==> src/rtl/fht_frame_sched.sv <==
// Frame sequencer around an FHT core: loads N = 4*2^A_BIT points into four banks,
// starts the transform, waits for completion and streams the result back out.
module fht_frame_sched #(
    parameter int unsigned A_BIT       = 8,
    parameter logic [15:0] TIMEOUT_CYC = 16'hFFFF
) (
    input  logic             iCLK,
    input  logic             iRESET,
    input  logic             iABORT,

    input  logic             iLOAD_VALID,
    output logic             oLOAD_READY,
    output logic             oLD_WE,
    output logic [1:0]       oLD_BANK,
    output logic [A_BIT-1:0] oLD_ADDR,

    output logic             oFHT_START,
    input  logic             iFHT_RDY,
    input  logic             iFHT_SOURCE,

    input  logic             iUNL_READY,
    output logic             oUNL_RD,
    output logic [1:0]       oUNL_BANK,
    output logic [A_BIT-1:0] oUNL_ADDR,
    output logic             oUNL_SET,
    output logic             oUNL_VALID,
    output logic             oUNL_LAST,

    output logic [1:0]       oRAM_OWNER,
    output logic             oFRAME_DONE,
    output logic             oBUSY,
    output logic             oERR,
    output logic [2:0]       oSTATE
);

    localparam int unsigned    CW       = A_BIT + 2;
    localparam logic [CW-1:0]  LAST_IDX = {CW{1'b1}};
    localparam logic [15:0]    TMO_LAST = TIMEOUT_CYC - 16'd1;

    typedef enum logic [2:0] {
        S_IDLE   = 3'd0,
        S_LOAD   = 3'd1,
        S_START  = 3'd2,
        S_RUN    = 3'd3,
        S_UNLOAD = 3'd4,
        S_DRAIN  = 3'd5
    } state_t;

    state_t          state;
    state_t          state_nxt;
    logic [CW-1:0]   ld_cnt;
    logic [CW-1:0]   unl_cnt;
    logic [15:0]     tmo_cnt;
    logic            result_set;
    logic            err_q;
    logic            unl_valid_q;
    logic            unl_last_q;

    logic            ld_we;
    logic            ld_last;
    logic            unl_rd;
    logic            unl_last_rd;
    logic            run_first;
    logic            fht_done;
    logic            tmo_hit;
    logic            tmo_exit;

    // Handshakes: a transfer happens on a cycle where valid and ready are both high;
    // ready never depends on valid, and an accepted beat is never retracted.
    assign ld_we       = iLOAD_VALID && (state == S_LOAD);
    assign ld_last     = ld_we && (ld_cnt == LAST_IDX);
    assign unl_rd      = iUNL_READY && (state == S_UNLOAD);
    assign unl_last_rd = unl_rd && (unl_cnt == LAST_IDX);

    // The FHT core may still show RDY on the cycle right after START, so the
    // first RUN cycle (timer still at zero) cannot signal completion.
    assign run_first = (tmo_cnt == 16'd0);
    assign fht_done  = (state == S_RUN) && !run_first && iFHT_RDY;
    assign tmo_hit   = (tmo_cnt >= TMO_LAST);
    assign tmo_exit  = ((state == S_RUN) && !iABORT && !fht_done && tmo_hit) ||
                       ((state == S_DRAIN) && !iFHT_RDY && tmo_hit);

    // State register
    always_ff @(posedge iCLK or negedge iRESET) begin
        if (!iRESET) begin
            state <= S_IDLE;
        end else begin
            state <= state_nxt;
        end
    end

    // Next-state logic; abort outranks every other exit
    always_comb begin
        state_nxt = state;
        case (state)
            S_IDLE: begin
                if (iFHT_RDY) state_nxt = S_LOAD;
            end
            S_LOAD: begin
                if (iABORT)       state_nxt = S_IDLE;
                else if (ld_last) state_nxt = S_START;
            end
            S_START: begin
                if (iABORT) state_nxt = S_IDLE;
                else        state_nxt = S_RUN;
            end
            S_RUN: begin
                if (iABORT)        state_nxt = S_DRAIN;
                else if (fht_done) state_nxt = S_UNLOAD;
                else if (tmo_hit)  state_nxt = S_IDLE;
            end
            S_UNLOAD: begin
                if (iABORT || unl_last_rd) state_nxt = S_IDLE;
            end
            S_DRAIN: begin
                if (iFHT_RDY || tmo_hit) state_nxt = S_IDLE;
            end
            default: state_nxt = S_IDLE;
        endcase
    end

    // Output decode
    always_comb begin
        oLOAD_READY = 1'b0;
        oFHT_START  = 1'b0;
        oRAM_OWNER  = 2'd0;
        oUNL_SET    = 1'b0;
        case (state)
            S_LOAD: begin
                oLOAD_READY = 1'b1;
                oRAM_OWNER  = 2'd1;
            end
            S_START: begin
                oFHT_START = 1'b1;
                oRAM_OWNER = 2'd2;
            end
            S_RUN, S_DRAIN: begin
                oRAM_OWNER = 2'd2;
            end
            S_UNLOAD: begin
                oRAM_OWNER = 2'd3;
                oUNL_SET   = result_set;
            end
            default: begin
                oRAM_OWNER = 2'd0;
            end
        endcase
    end

    // Load index; restarts from zero on any exit from LOAD, including abort
    always_ff @(posedge iCLK or negedge iRESET) begin
        if (!iRESET) begin
            ld_cnt <= '0;
        end else if ((state != S_LOAD) || iABORT) begin
            ld_cnt <= '0;
        end else if (ld_we) begin
            ld_cnt <= ld_cnt + 1'b1;
        end
    end

    always_ff @(posedge iCLK or negedge iRESET) begin
        if (!iRESET) begin
            unl_cnt <= '0;
        end else if ((state != S_UNLOAD) || iABORT) begin
            unl_cnt <= '0;
        end else if (unl_rd) begin
            unl_cnt <= unl_cnt + 1'b1;
        end
    end

    // Watchdog timer runs only while the FHT core owns the banks
    always_ff @(posedge iCLK or negedge iRESET) begin
        if (!iRESET) begin
            tmo_cnt <= 16'd0;
        end else if ((state == S_RUN) || (state == S_DRAIN)) begin
            tmo_cnt <= tmo_cnt + 16'd1;
        end else begin
            tmo_cnt <= 16'd0;
        end
    end

    // The core's ping-pong select while busy tells which set holds the result
    always_ff @(posedge iCLK or negedge iRESET) begin
        if (!iRESET) begin
            result_set <= 1'b0;
        end else if ((state == S_RUN) && !iFHT_RDY) begin
            result_set <= iFHT_SOURCE;
        end
    end

    always_ff @(posedge iCLK or negedge iRESET) begin
        if (!iRESET) begin
            err_q <= 1'b0;
        end else if (state == S_START) begin
            err_q <= 1'b0;
        end else if (tmo_exit) begin
            err_q <= 1'b1;
        end
    end

    // RAM read latency is one cycle
    always_ff @(posedge iCLK or negedge iRESET) begin
        if (!iRESET) begin
            unl_valid_q <= 1'b0;
            unl_last_q  <= 1'b0;
        end else begin
            unl_valid_q <= unl_rd;
            unl_last_q  <= unl_last_rd;
        end
    end

    assign oLD_WE      = ld_we;
    assign oLD_BANK    = ld_cnt[1:0];
    assign oLD_ADDR    = ld_cnt[CW-1:2];
    assign oUNL_RD     = unl_rd;
    assign oUNL_BANK   = unl_cnt[1:0];
    assign oUNL_ADDR   = unl_cnt[CW-1:2];
    assign oUNL_VALID  = unl_valid_q;
    assign oUNL_LAST   = unl_last_q;
    assign oFRAME_DONE = fht_done && !iABORT;
    assign oBUSY       = (state != S_IDLE);
    assign oERR        = err_q;
    assign oSTATE      = state;

endmodule
==> config.mk <==
export PLATFORM = sky130hd
export DESIGN_NAME = fht_frame_sched
export DESIGN_NICKNAME = d
export VERILOG_FILES = /design/src/rtl/fht_frame_sched.sv
export SDC_FILE = /design/constraint.sdc
export NUM_CORES = 1
export LEC_CHECK = 0
export CORE_MARGIN = 2
export CORE_UTILIZATION = 32
export CTS_CLUSTER_DIAMETER = 50
export DETAILED_ROUTE_END_ITERATION = 12
export DONT_BUFFER_PORTS = 1
export SLEW_MARGIN = 0
export SYNTH_ARGS = -nofsm -noshare
export SYNTH_HDL_FRONTEND = slang
export SYNTH_SLANG_ARGS = --single-unit
==> constraint.sdc <==
create_clock -name iCLK -period 2.7 [get_ports iCLK]
set_input_delay 0.27 -clock iCLK [delete_from_list [all_inputs] [get_ports iCLK]]
set_output_delay 0.27 -clock iCLK [all_outputs]
set_load 0.02 [all_outputs]
==> run_results.csv, run 1 <==
group,metric,value,unit
layout,diodes,0,
clocking,clk_pin_slew,0.09,ns
logic_synthesis,synth_commonest_cells,"dfrtp_1, nor2_1, xor2_1",
route,drcViolationCount,0,
floorplanning,placementRows,30,
sta,drv_slew,0,
sta,setup-violations-final,0,
placed_design,post_dp_cell_area,2414,sq um
pwr,vdd_drop_max,0.0002247,V
pwr,switching_power,0.0005680,W
logic_synthesis,yosysTopAreaCell,"dfrtp_1",
logic_synthesis,ys_ff_latch,43,
placed_design,dp_slack,0.3738,ns
critical_path,crit_chain,"and4bb_2 > and3_1 > a31oi_1 > or4_4 > o41ai_1",
clocking,cts_hold_buffers,2,
critical_path,critPathArrivalTime,2.53,ns
critical_path,path_buf_inv,0,
route,wl,4698,um
floorplanning,dieWidth,87.87,um
layout,fin_area,2584,sq um
floorplanning,core-area,6794,sq um
placed_design,port_buffers,0,
min_path,holdCritPathClass,"primary input to flip-flop",
pwr,p_leak,1.094,nW
pwr,powerDensity,689.6,nW/um^2
sta,timing.fmax,0.4269,GHz
route,drt-vias-per-instance,4.848,
sta,fin_ws,0.3575,ns
layout,final_core_util,38.03,%
route,vias,1653,
pwr,combPwrFrac,24.4,%
floorplanning,initial_core_util,33.13,%
sta,setup_tns,0,ns
layout,drive_gt1_share,11.02,%
clocking,clock_latency,0.30,ns
sta,finalHoldViolations,0,
route,drt_pre_antenna_iters,4,
logic_synthesis,synth_area_leaders,"dfrtp_1, xor2_1, nor2_1",
critical_path,critPathLaunchType,"flip-flop",
logic_synthesis,synthArstFlopShare,100.0,%
critical_path,path_max_fanout,12,
logic_synthesis,yosysWarnings,0,
logic_synthesis,ys.flop_type,"dfrtp_1",
clocking,cts_root_buffer,"clkbuf_8",
route,ant_nets,0,
critical_path,crit_family,"simple AND/OR/NAND/NOR gates",
critical_path,crit_path_max_incr_delay,0.55,ns
placed_design,gp_congestion,0.7863,
pwr,swShare,31.88,%
logic_synthesis,syn_area_per_cell,9.702,sq um
clocking,cts-resized-gates,0,
global_route,grt_usage,12.57,%
sta,period_share,86.76,%
sta,post-route-min-period,2.343,ns
clocking,cts-htree-levels,2,
critical_path,path_class,"flip-flop to flip-flop",
status,status,"finished, final reports clean",
logic_synthesis,netlist_area,2251,sq um
logic_synthesis,synth-edff-count,0,
layout,syn2layout_area_growth,14.79,%
layout,finalNetCount,258,
floorplanning,io_pins,42,
pwr,p_seq_share,42.2,%
global_route,grt_first_pass_wirelength,7583,um
logic_synthesis,ys_seq_area_share,47.80,%
critical_path,crit_required,2.89,ns
global_route,grt-ovfl-total,0,
global_route,antenna_found_initial,0,
logic_synthesis,netlist.area_leader.share,47.80,%
clocking,cts_buffer_depth,2,
clocking,cts_buffers,5,
layout,fin_cells,341,
logic_synthesis,ys_types,41,
placed_design,dp_hpwl,3461,um
logic_synthesis,netlist_instances,232,
logic_synthesis,synth_fp_nets,246,
global_route,grt_max_degree,44,
critical_path,crit_slowest_cell,"dfrtp_1",
route,routedWlPerCell,13.78,um
sta,clock_skew,0.01200,ns
clocking,clkSinkCount,43,
sta,tightest_slew,0.4632,ns
logic_synthesis,yosysMostFrequentCell,"dfrtp_1",
clocking,cts_tree,"built",
sta,relSlewSlack,69.00,%
route,drt_iter0_drc,106,
pwr,internal-power,0.001214,W
sta,rsz0062_at_grt,"no",
critical_path,cp-end-kind,"flip-flop",
floorplanning,die-area,7721,sq um
placed_design,dp_cells,331,
pwr,clock_power_share,33.5,%
global_route,grt_pass1_vias,1493,
floorplanning,fp.dieH,87.87,um
run,drv_cap,0,
clocking,cts_setup_buffers,0,
kinds of logic after synthesis:
| logic type | share of synthesized area, % |
|---|---|
| and+or+nand+nor | 26.85 |
| DFF | 47.80 |
| xor gates and xnor gates | 10.89 |
| AOI/OAI and AO/OA | 6.392 |
| buffers and inverters | 2.779 |
| adders and majority gates | 3.891 |
| muxes | 1.390 |
cell type report:
type	instances	area [sq um]
clock buffer	6	72.57
fill	697	4210
timing repair buffer	12	112.6
multi-input combinational	174	1112
clock inverter	2	60.06
sequential	43	1076
tap	96	120.1
inverter	8	30.03
per-stage QoR:
stage	hold WS, ns	power, W
finish	0.06673	0.001782
global route	0.05163	0.001891
CTS	0.05939	0.001808
detailed placement	-0.02449	0.001186
global placement	-0.02453	0.001183
floorplan	-0.02559	0.001062
power groups by stage:
stage	Sequential, W	Clock [W]	Combinational, W
after floorplan	0.000753	0	0.000309
after global placement	0.000763	0	0.000420
after detailed placement	0.000766	0	0.000421
after CTS	0.000753	0.000614	0.000442
after global routing	0.000762	0.000649	0.000481
final	0.000751	0.000597	0.000434
metal layers:
layer  part of all wire [%]  vias up  global-route usage, %  wire [um]
li1                       -      824                      -          -
met1                     45      783                  15.78       2097
met2                     48       40                  20.87       2244
met3                    6.7        6                  4.336        316
met4                   0.81        0                  2.937         38
met5                      0        -                      0          0
final timing paths:
check | startpoint | end | slack (ns) | cells past startpoint
min in group asynchronous | iRESET | ld_cnt[7] | 0.46 | 2
worst max-delay path | oSTATE[0] | oSTATE[1] | 0.36 | 5
worst min-delay path | iABORT | oSTATE[1] | 0.07 | 1
max in group asynchronous | iRESET | tmo_cnt[8] | 2.04 | 2
worst max register to register | oSTATE[0] | oSTATE[1] | 0.36 | 5
worst min register to register | result_set | result_set | 0.50 | 1
placed cells by master (no fill, tap or decap), drive strengths merged:
master	n
bufinv	2
nand2b	2
inv	8
buf	11
a211oi	2
o21bai	1
nand2	15
dlygate4sd3	1
o21ai	8
nor3	1
nand4	11
or3	8
nor2	41
or4	1
and2	2
mux2	1
mux2i	2
and3	5
a31oi	2
nand3	10
and3b	1
and4bb	2
clkbuf	6
a21oi	7
and4	4
xor2	18
nor2b	3
ha	7
xnor2	10
dfrtp	43
nor3b	3
o41ai	2
nor4	3
o31a	1
o31ai	1
registers in the layout (all words and copies together) (netlist names):
name / cells
tmo_cnt: 16
ld_cnt: 10
unl_cnt: 10
oSTATE: 3
oERR: 1
oUNL_LAST: 1
oUNL_VALID: 1
result_set: 1
Note: power is estimated with default switching activity, not from simulation.
==> run 2, diff against run 1 <==
MAX_ROUTING_LAYER = met4   (was not set)
==> run 2 against run 1 <==
Compared with the run above:
- utilization unchanged
- via count is 0.12% higher
- critical endpoint unchanged
- combinational power is essentially flat
- highest routed layer unchanged
==> run_results.csv, run 2 (synthesized netlist as in run 1, its figures left out) <==
group,metric,value,unit
layout,largestRegisters,"tmo_cnt x16, ld_cnt x10, unl_cnt x10",
clocking,cts_buffer_depth,2,
clocking,clkSinkCount,43,
layout,syn2layout_area_growth,14.79,%
floorplanning,io_pins,42,
floorplanning,fp.dieH,87.87,um
layout,final_common_cell,"dfrtp_1",
global_route,grt_pass1_vias,1493,
sta,tightest_slew,0.4635,ns
layout,finalNetCount,258,
route,drt_iter0_drc,116,
critical_path,crit_path_max_incr_delay,0.55,ns
layout,drive_gt1_share,11.02,%
layout,top_register,"tmo_cnt",
clocking,cts_hold_buffers,2,
sta,timing.fmax,0.4264,GHz
clocking,cts-resized-gates,0,
layout,final_cell_mix,"dfrtp_1, nor2_1, xor2_1, nand2_1",
sta,whs,0.06663,ns
critical_path,cp-end-kind,"flip-flop",
pwr,vdd_drop_max,0.0002248,V
route,vias,1655,
status,status,"finished, final reports clean",
critical_path,crit_chain,"and4bb_2 > and3_1 > a31oi_1 > or4_4 > o41ai_1",
floorplanning,dieWidth,87.87,um
run,drv_cap,0,
global_route,antenna_found_initial,0,
pwr,powerDensity,689.5,nW/um^2
global_route,grt_usage,12.98,%
global_route,grt_max_degree,44,
sta,post-route-min-period,2.345,ns
critical_path,critPathLaunchType,"flip-flop",
clocking,cts_setup_buffers,0,
critical_path,critPathArrivalTime,2.54,ns
pwr,switching_power,0.0005680,W
pwr,p_leak,1.094,nW
route,drcViolationCount,0,
clocking,clock_latency,0.30,ns
floorplanning,placementRows,30,
critical_path,path_class,"flip-flop to flip-flop",
sta,rsz0062_at_grt,"no",
critical_path,crit_slowest_cell,"dfrtp_1",
route,drt-vias-per-instance,4.853,
pwr,clock_power_share,33.5,%
clocking,cts_root_buffer,"clkbuf_8",
sta,finalHoldViolations,0,
clocking,clk_pin_slew,0.09,ns
route,ant_nets,0,
route,drt_pre_antenna_iters,4,
critical_path,crit_required,2.89,ns
placed_design,gp_congestion,0.7973,
layout,largest_reg_flops,16,
pwr,internal-power,0.001214,W
floorplanning,die-area,7721,sq um
pwr,combPwrFrac,24.4,%
layout,final.fill_count,697,
critical_path,path_max_fanout,12,
global_route,grt_first_pass_wirelength,7590,um
pwr,p_seq_share,42.2,%
clocking,cts_buffers,5,
placed_design,port_buffers,0,
layout,diodes,0,
min_path,holdCritPathClass,"primary input to flip-flop",
route,routedWlPerCell,13.77,um
sta,fin_ws,0.3548,ns
pwr,swShare,31.88,%
sta,period_share,86.86,%
sta,clock_skew,0.01233,ns
layout,fin_area,2584,sq um
placed_design,dp_slack,0.3738,ns
placed_design,post_dp_cell_area,2414,sq um
placed_design,dp_hpwl,3461,um
floorplanning,core-area,6794,sq um
route,wl,4695,um
sta,setup-violations-final,0,
clocking,cts_tree,"built",
sta,setup_tns,0,ns
sta,drv_slew,0,
clocking,cts-htree-levels,2,
global_route,grt-ovfl-total,0,
sta,relSlewSlack,68.99,%
floorplanning,initial_core_util,33.13,%
==> run 2: cell counts in the layout (fill, tap and decap cells not counted) <==
No cell type changed its count.
==> run 2: worst max-delay path: cells and delay by family, from the launching register on <==
family	cells	cell delay (ns)
simple gates	3	1.18
flops	1	0.55
compound gates	2	0.52
==> run 2: path summary, 6_finish.rpt <==
path                             from  depth (start not counted)  slack [ns]     endpoint
hold / removal                 iABORT                          1        0.07    oSTATE[1]
min in group asynchronous      iRESET                          2        0.46    ld_cnt[7]
setup reg to reg            oSTATE[0]                          5        0.35    oSTATE[1]
hold reg to reg            result_set                          1        0.50   result_set
setup / recovery            oSTATE[0]                          5        0.35    oSTATE[1]
max in group asynchronous      iRESET                          2        2.04  tmo_cnt[12]
==> run 2: cell type report <==
class / count / area (sq um) / area share [%]
clock inverter: 2 / 60.06 / 2.324
sequential: 43 / 1076 / 41.65
tap: 96 / 120.1 / 4.649
inverter: 8 / 30.03 / 1.162
timing repair buffer: 12 / 112.6 / 4.358
clock buffer: 6 / 72.57 / 2.809
multi-input combinational: 174 / 1112 / 43.05
==> run 2: power by group through the flow <==
| stage | combinational, W | sequential, W | clock (W) |
|---|---|---|---|
| global placement | 0.000420 | 0.000763 | 0 |
| global route | 0.000481 | 0.000762 | 0.000649 |
| finish | 0.000434 | 0.000751 | 0.000596 |
| CTS | 0.000442 | 0.000753 | 0.000614 |
| detailed placement | 0.000421 | 0.000766 | 0 |
| floorplan | 0.000309 | 0.000753 | 0 |
==> run 2: metal layers <==
metal  share of wire [%]  global-route usage [%]
met1                  44                   15.84
met2                  48                   20.87
met3                 7.0                   4.336
met4                0.87                   2.937
met5                   0                       -
==> run 2: per-stage QoR <==
step,total power [W],instances,util (%)
floorplan,0.001062,232,-
global placement,0.001183,331,35.52
detailed placement,0.001186,331,35.52
CTS,0.001808,341,38.03
global route,0.001892,341,38.03
finish,0.001782,341,38.03
